## config.mk

```make
export PLATFORM = sky130hd
export DESIGN_NAME = mips_instr_encoder_flat
export DESIGN_NICKNAME = d
export VERILOG_FILES = /design/src/rtl/mips_instr_encoder_if.sv /design/src/rtl/mips_instr_encoder.sv /design/src/flat_wrapper.sv
export SDC_FILE = /design/constraint.sdc
export NUM_CORES = 1
export LEC_CHECK = 0
export CAP_MARGIN = 10
export CORE_ASPECT_RATIO = 1.4
export CORE_MARGIN = 3
export CORE_UTILIZATION = 35
export DETAILED_ROUTE_END_ITERATION = 8
export GPL_TIMING_DRIVEN = 0
export PLACE_DENSITY = 0.54
export SLEW_MARGIN = 40
export SYNTH_ARGS = -nofsm -noshare
export SYNTH_HDL_FRONTEND = slang
export SYNTH_SLANG_ARGS = --single-unit
export TNS_END_PERCENT = 20
```

## constraint.sdc

```tcl
create_clock -name clk -period 4.7 [get_ports clk]
set_input_delay 0.705 -clock clk [delete_from_list [all_inputs] [get_ports clk]]
set_output_delay 0.705 -clock clk [all_outputs]
set_load 0.02 [all_outputs]
```

## src/rtl/mips_instr_encoder_if.sv

```systemverilog
// Request/response bundle for mips_instr_encoder: abstract op request in, encoded MIPS word out.
// master = request producer / word consumer; slave = the encoder.
interface mips_instr_encoder_if #(
  parameter int DEPTH = 4
);
  logic                       in_valid;
  logic                       in_ready;
  logic [3:0]                 op_sel;
  logic [4:0]                 rs;
  logic [4:0]                 rt;
  logic [4:0]                 rd;
  logic [15:0]                imm;
  logic                       out_valid;
  logic                       out_ready;
  logic [31:0]                instr;
  logic [5:0]                 opc;
  logic [5:0]                 funct;
  logic [$clog2(DEPTH):0]     level;
  logic                       err;

  modport master (
    output in_valid, op_sel, rs, rt, rd, imm, out_ready,
    input  in_ready, out_valid, instr, opc, funct, level, err
  );

  modport slave (
    input  in_valid, op_sel, rs, rt, rd, imm, out_ready,
    output in_ready, out_valid, instr, opc, funct, level, err
  );
endinterface

```

## src/rtl/mips_instr_encoder.sv

```systemverilog
// Encodes abstract op requests into 32-bit MIPS words and queues them in a DEPTH-entry FIFO.
// Optional macro MIPS_ENC_ILLEGAL_TRAP_EN: drop illegal op_sel and raise sticky err instead of pushing a NOP.
module mips_instr_encoder #(
  parameter int DEPTH = 4
) (
  input  logic               clk,
  input  logic               rst_n,
  mips_instr_encoder_if.slave bus
);
  localparam int            AW       = $clog2(DEPTH);
  localparam logic [AW:0]   FULL_LVL = (AW+1)'(DEPTH);

  function automatic logic [31:0] encode(input logic [3:0]  op,
                                         input logic [4:0]  s,
                                         input logic [4:0]  t,
                                         input logic [4:0]  d,
                                         input logic [15:0] im);
    logic [31:0] w;
    w = '0;
    case (op)
      4'd0:    w = {6'b000000, s, t, d, 5'b00000, 6'b100000};
      4'd1:    w = {6'b000000, s, t, d, 5'b00000, 6'b100010};
      4'd2:    w = {6'b000000, s, t, d, 5'b00000, 6'b100100};
      4'd3:    w = {6'b000000, s, t, d, 5'b00000, 6'b100101};
      4'd4:    w = {6'b000000, s, t, d, 5'b00000, 6'b101010};
      4'd5:    w = {6'b100011, s, t, im};
      4'd6:    w = {6'b101011, s, t, im};
      4'd7:    w = {6'b000100, s, t, im};
      4'd8:    w = {6'b001000, s, t, im};
      default: w = '0;
    endcase
    return w;
  endfunction

  logic [31:0]   mem [DEPTH];
  logic [AW-1:0] wr_ptr;
  logic [AW-1:0] rd_ptr;
  logic [AW:0]   level_q;
  logic [31:0]   enc_p0;
  logic [31:0]   head;
  logic          accept;
  logic          push;
  logic          pop;

  // stage p0: combinational encode of the incoming request
  assign enc_p0 = encode(bus.op_sel, bus.rs, bus.rt, bus.rd, bus.imm);
  assign accept = bus.in_valid && bus.in_ready;

`ifdef MIPS_ENC_ILLEGAL_TRAP_EN
  logic err_q;
  assign push = accept && (bus.op_sel <= 4'd8);

  always_ff @(posedge clk or negedge rst_n) begin
    if (!rst_n)                             err_q <= 1'b0;
    else if (accept && (bus.op_sel > 4'd8)) err_q <= 1'b1;
  end
  assign bus.err = err_q;
`else
  assign push    = accept;
  assign bus.err = 1'b0;
`endif

  assign pop = bus.out_valid && bus.out_ready;

  always_ff @(posedge clk or negedge rst_n) begin
    if (!rst_n) begin
      wr_ptr  <= '0;
      rd_ptr  <= '0;
      level_q <= '0;
    end else begin
      if (push) wr_ptr <= wr_ptr + AW'(1);
      if (pop)  rd_ptr <= rd_ptr + AW'(1);
      case ({push, pop})
        2'b10:   level_q <= level_q + (AW+1)'(1);
        2'b01:   level_q <= level_q - (AW+1)'(1);
        default: level_q <= level_q;
      endcase
    end
  end

  // stage p1: storage is data-only, never reset; validity comes from level_q
  always_ff @(posedge clk) begin
    if (push) mem[wr_ptr] <= enc_p0;
  end

  assign head          = mem[rd_ptr];
  assign bus.level     = level_q;
  assign bus.in_ready  = (level_q != FULL_LVL);
  assign bus.out_valid = (level_q != '0);
  assign bus.instr     = bus.out_valid ? head : 32'h0;
  assign bus.opc       = bus.instr[31:26];
  assign bus.funct     = bus.instr[5:0];
endmodule

```

## src/flat_wrapper.sv

```systemverilog
// flat-port wrapper written by rule: the top's interface ports become plain ports
module mips_instr_encoder_flat 
#(
  parameter int DEPTH = 4
)
  (clk, rst_n, bus_in_valid, bus_op_sel, bus_rs, bus_rt, bus_rd, bus_imm, bus_out_ready, bus_in_ready, bus_out_valid, bus_instr, bus_opc, bus_funct, bus_level, bus_err);
  mips_instr_encoder_if #(.DEPTH(DEPTH)) bus_i ();
  input  logic clk;
  input  logic rst_n;
  input wire logic [$bits(bus_i.in_valid)-1:0] bus_in_valid;
  input wire logic [$bits(bus_i.op_sel)-1:0] bus_op_sel;
  input wire logic [$bits(bus_i.rs)-1:0] bus_rs;
  input wire logic [$bits(bus_i.rt)-1:0] bus_rt;
  input wire logic [$bits(bus_i.rd)-1:0] bus_rd;
  input wire logic [$bits(bus_i.imm)-1:0] bus_imm;
  input wire logic [$bits(bus_i.out_ready)-1:0] bus_out_ready;
  output wire logic [$bits(bus_i.in_ready)-1:0] bus_in_ready;
  output wire logic [$bits(bus_i.out_valid)-1:0] bus_out_valid;
  output wire logic [$bits(bus_i.instr)-1:0] bus_instr;
  output wire logic [$bits(bus_i.opc)-1:0] bus_opc;
  output wire logic [$bits(bus_i.funct)-1:0] bus_funct;
  output wire logic [$bits(bus_i.level)-1:0] bus_level;
  output wire logic [$bits(bus_i.err)-1:0] bus_err;
  assign bus_i.in_valid = bus_in_valid;
  assign bus_i.op_sel = bus_op_sel;
  assign bus_i.rs = bus_rs;
  assign bus_i.rt = bus_rt;
  assign bus_i.rd = bus_rd;
  assign bus_i.imm = bus_imm;
  assign bus_i.out_ready = bus_out_ready;
  assign bus_in_ready = bus_i.in_ready;
  assign bus_out_valid = bus_i.out_valid;
  assign bus_instr = bus_i.instr;
  assign bus_opc = bus_i.opc;
  assign bus_funct = bus_i.funct;
  assign bus_level = bus_i.level;
  assign bus_err = bus_i.err;
  mips_instr_encoder #(.DEPTH(DEPTH)) u_core (.clk(clk), .rst_n(rst_n), .bus(bus_i));
endmodule
```

; Word level (Yosys, flattened, before mapping)
; Memory sizes are Yosys's and may differ from the RTL's.
; Cells that the tools add are included.
[classes]
addsub = 4
n_eq_ne = 11
mux = 5
reduce_logical = 5
[ops]
columns = op, n
row1 = case mux 32 bit (9 select lines), 1
row2 = 2-to-1 mux 32 bit, 1
row3 = == test 4 x 3 -> 1 bit (second input constant), 4
row4 = == test 4 x 2 -> 1 bit (second input constant), 2
row5 = case mux 3 bit (2 select lines), 1
row6 = adder 2 x 1 -> 2 bit (second input constant), 2
row7 = == test 4 x 1 -> 1 bit (second input constant), 1
row8 = == test 4 bit (second input constant), 1
row9 = logical NOT 4 bit, 1
row10 = adder 3 x 1 -> 3 bit (second input constant), 1
row11 = != test 3 bit (second input constant), 1
row12 = nonzero test 3 bit, 1
row13 = subtractor 3 x 1 -> 3 bit (second input constant), 1
row14 = == test 2 x 1 -> 1 bit (second input constant), 1
row15 = == test 2 bit (second input constant), 1
row16 = logical AND 1 bit, 2
row17 = 2-to-1 mux 1 bit, 2
row18 = nonzero test 2 bit, 1
[totals]
regBits = 7
memories = 1
out_inout_bits = 50
ram_bits = 128
input_bits = 39
[memory_table]
columns = memory, words, width, read_ports, rd_ports_with_merged_regs, wr, line
row1 = u_core.mem, 4, 32, 1, 0, 1, mips_instr_encoder.sv:35  ; logic [31:0] mem [DEPTH];

; Longest topological paths before layout
[depth]
word_depth = 4
ltp_mapped = 9
mapped_depth_nobuf = 9

; Least setup slack after synthesis
; No wires, ideal clock.
[synth_path]
path_kind = register to output
startpoint = reg u_core.level_q[0] (netlist: u_core.bus.level[0])
endpoint = out bus_instr[27]
arrival_time_ns = 1.658
path_slack_ns = 2.337
n_path_buf = 2
stages_incl_launch_ff = 5
path_cell_list = dfrtp_1 > or3_1 > clkbuf_1 > and2_1 > buf_4
[synth_between]
elab_chain_cells = 2
[synth_lines]
columns = element, line
row1 = "start, declared", mips_instr_encoder.sv:38  ; logic [AW:0] level_q;
row2 = "start signal, assigned", mips_instr_encoder.sv:74  ; 2'b10: level_q <= level_q + (AW+1)'(1);
row3 = "start signal, assigned", mips_instr_encoder.sv:75  ; 2'b01: level_q <= level_q - (AW+1)'(1);
row4 = "start signal, assigned", mips_instr_encoder.sv:76  ; default: level_q <= level_q;
row5 = nonzero test 3 bit, mips_instr_encoder.sv:89  ; assign bus.out_valid = (level_q != '0);
row6 = via bus_out_valid, flat_wrapper.sv:18  ; output wire logic [$bits(bus_i.out_valid)-1:0] bus_out_valid;
row7 = 2-to-1 mux 32 bit, mips_instr_encoder.sv:90  ; assign bus.instr = bus.out_valid ? head : 32'h0;
row8 = "end, declared", flat_wrapper.sv:19  ; output wire logic [$bits(bus_i.instr)-1:0] bus_instr;
; The timed path passes the listed nets, and every way through them passes these cells.

; Worst setup path in the final report
[layout_path]
startpoint = reg u_core.rd_ptr[1]
endpoint = out bus_instr[27]
[layout_between]
elab_chain_cells = 2
[layout_lines]
columns = element, line
row1 = "start, declared", mips_instr_encoder.sv:37  ; logic [AW-1:0] rd_ptr;
row2 = "start signal, assigned", mips_instr_encoder.sv:72  ; if (pop) rd_ptr <= rd_ptr + AW'(1);
row3 = memory (4 x 32 bit), n/a
row4 = 2-to-1 mux 32 bit, mips_instr_encoder.sv:90
; Every way passes these cells.

==> impl_metrics.csv <==
group,metric,value,unit
outcome,status,"finished clean",
clock_tree,htree_levels,4,
route,vias,2980,
synth,synth.largest_area_cell,"edfxtp_1",
synth,synth_cell_types,41,
worst_setup_path,crit_type,"flip-flop to output port",
route,ant_nets,0,
synth,syn_area,5400,µm²
global_routing,antenna_found_initial,1,
clock_tree,cts_buffers,17,
synth,netlist_instances,313,
final_layout,finish.utilization,47.0,%
timing,clock.fmax,299,MHz
final_layout,final_cell_mix,"edfxtp_1, clkdlybuf4s50_1, and2_1, mux4_2, clkbuf_16",
place,portBuffers,83,
timing,setup_tns,0,ps
run,maxCapViolations,0,
global_routing,grt_pass1_wl,17600,µm
synth,synth_top_flop_cell,"edfxtp_1",
clock_tree,clock_sinks,123,
power_and_ir_drop,pwr-share-comb,43.2,%
timing,hold_viol,0,
global_routing,grt.overflow.total,0,
global_routing,grt_max_degree,30,
min_path,hold_path.class,"flip-flop to flip-flop",
floorplan,die_w,111,µm
final_layout,layout_commonest_cell,"edfxtp_1",
place,dp_hpwl,7290,µm
worst_setup_path,crit_family,"buffers and inverters",
final_layout,nNetsFinal,462,
floorplan,chipHeight,153,µm
worst_setup_path,critPathMaxFanout,10,
power_and_ir_drop,leakage,0.00246,µW
worst_setup_path,worstPathArrival,2630,ps
worst_setup_path,crit_chain,"buf_1 > mux4_2 > and2_1 > buf_4 > clkdlybuf4s50_1",
global_routing,grt_pass1_vias,3214,
route,viasPerCell,4.79,
floorplan,io_pins,89,
power_and_ir_drop,vdd_drop_max,0.310,mV
clock_tree,path_clk_slew,60,ps
final_layout,syn_to_final_growth,31.1,%
timing,tightest_slew,731,ps
power_and_ir_drop,seqPwrFrac,31.1,%
clock_tree,postCtsResizedCells,0,
timing,skew,7.85,ps
clock_tree,insertion_delay,410,ps
worst_setup_path,startpoint_type,"flip-flop",
power_and_ir_drop,p_per_area,697,nW/µm²
power_and_ir_drop,p_sw_share,32.4,%
worst_setup_path,cp-end-kind,"output port",
timing,rsz0062_at_grt,"no",
synth,ys_warn_count,0,
floorplan,start_util,35.9,%
power_and_ir_drop,power.share.clock,25.7,%
floorplan,dieArea,17000,µm²
route,drt_first_pass_iters,4,
worst_setup_path,crit_buf_inv,3,
power_and_ir_drop,p_int,3330,µW
clock_tree,cts-root-buf,"clkbuf_16",
synth,ys_seq_area_share,67.8,%
timing,setup_viol,0,
route,routed_wl,11400,µm
synth,yosys-top-cells-area,"edfxtp_1, mux4_2, and2_1",
timing,finalCritPeriodShare,71.1,%
floorplan,core_area,15100,µm²
synth,synth_top_area_share,64.5,%
route,drc,0,
clock_tree,clockBufferDepth,2,
final_layout,fill_cells,1320,
global_routing,gr-usage-all-layers,13.9,%
route,drt_iter0_drc,142,
power_and_ir_drop,power.switching,1600,µW
timing,slew_headroom,51.3,%
route,wl_per_cell,18.4,µm
worst_setup_path,slowest_delay,540,ps
clock_tree,cts_tree,"done",
synth,ys_seq_elements,123,
final_layout,final_layout_size_suffix_gt1_share,23.0,%
clock_tree,cts_hold_buf,0,
worst_setup_path,crit_slowest_cell,"buf_1",
synth,synth-async-reset-ratio,5.69,%
final_layout,num_antenna_cells,0,
floorplan,core.rowCount,53,
synth,synth-edff-count,116,
place,gp_congestion,0.694,
worst_setup_path,crit_required,3990,ps
timing,layout_min_cycle_time,3340,ps
synth,avgSynthCellArea,17.2,µm²
clock_tree,cts_setup_buffers,0,
timing,maxSlewViolCount,0,
## layout make-up
class                           instances  area (µm²)  area share [%]
Sequential cell                       123        3660            51.7
Multi-Input combinational cell        154        1530            21.6
Buffer                                 32         213            3.01
Timing Repair Buffer                   83         831            11.7
Clock inverter                         14         149            2.10
Clock buffer                           18         429            6.07
Inverter                                6        22.5           0.318
Tap cell                              192         240            3.40
## sequential cells by signal (all words and copies together), names as in the netlist
name,count
u_core.wr_ptr,2
u_core.rd_ptr,2
u_core.bus.level,3
u_core.mem,116
## synthesized netlist by cell type, types with 6 or more instances
master / instances
buf_2: 8
dfrtp_1: 7
mux4_2: 29
buf_4: 16
and3_1: 6
nor2b_1: 14
nand2_1: 6
a22oi_1: 6
and2_1: 41
edfxtp_1: 116
## cells by family (layout without fill, tap and decap cells)
logic type / after synthesis / count (layout) / synth area share [%]
other cells: 1 / 3 / 0.0695
fa+ha+maj: 6 / 6 / 1.53
buf+inv: 38 / 153 / 4.36
xor+xnor: 7 / 7 / 1.14
mux: 32 / 32 / 12.8
simple gates: 78 / 78 / 9.02
compound gates: 28 / 28 / 3.34
flops: 123 / 123 / 67.8
## worst paths after layout
path	slack [ps]	to	cells past startpoint	from
worst min register to register	510	u_core.bus.level[2]	1	u_core.bus.level[2]
min in group asynchronous	560	u_core.bus.level[2]	1	rst_n
max in group asynchronous	3880	u_core.wr_ptr[0]	1	rst_n
worst max register to register	2500	u_core.bus.level[2]	9	u_core.bus.level[0]
worst max-delay path	1360	bus_instr[27]	5	u_core.rd_ptr[1]
worst min-delay path	510	u_core.bus.level[2]	1	u_core.bus.level[2]
## through the flow
step	total power (µW)	hold WS [ps]	cells	setup WS (ps)	cell area, µm²
2_1_floorplan	2850	409	315	2340	5410
3_3_place_gp	3710	491	590	1600	6480
3_5_place_dp	3740	502	590	1750	6500
4_1_cts	5010	512	622	1300	7070
5_1_grt	5170	538	622	1220	7070
6_report	4930	506	622	1360	7070
## power groups by stage
stage / combinational (µW) / clock, µW / sequential [µW]
global placement: 2150 / 0 / 1560
detailed placement: 2180 / 0 / 1560
floorplan: 1300 / 0 / 1550
global route: 2280 / 1330 / 1560
finish: 2130 / 1270 / 1540
CTS: 2190 / 1280 / 1540
## layer usage
metal  routed length [µm]  share of wire, %  global-route usage (%)  vias to the layer above
li1                     -                 -                       -                     1392
met1                 4500                39                    14.9                     1494
met2                 6310                55                    25.9                       81
met3                  500               4.4                    3.80                       11
met4                  121               1.1                    5.16                        2
met5                   13              0.11                       0                        -
## worst reg2reg max path, cell delays in order (launching register included)
cell and delay, ps:
dfrtp_1 430, or3b_4 450, and2_4 200, inv_2 40, ha_1 160, inv_1 60
fa_1 370, xor2_1 150, nor2_1 120, xor2_1 150
Power figures use the tool's default switching activity.
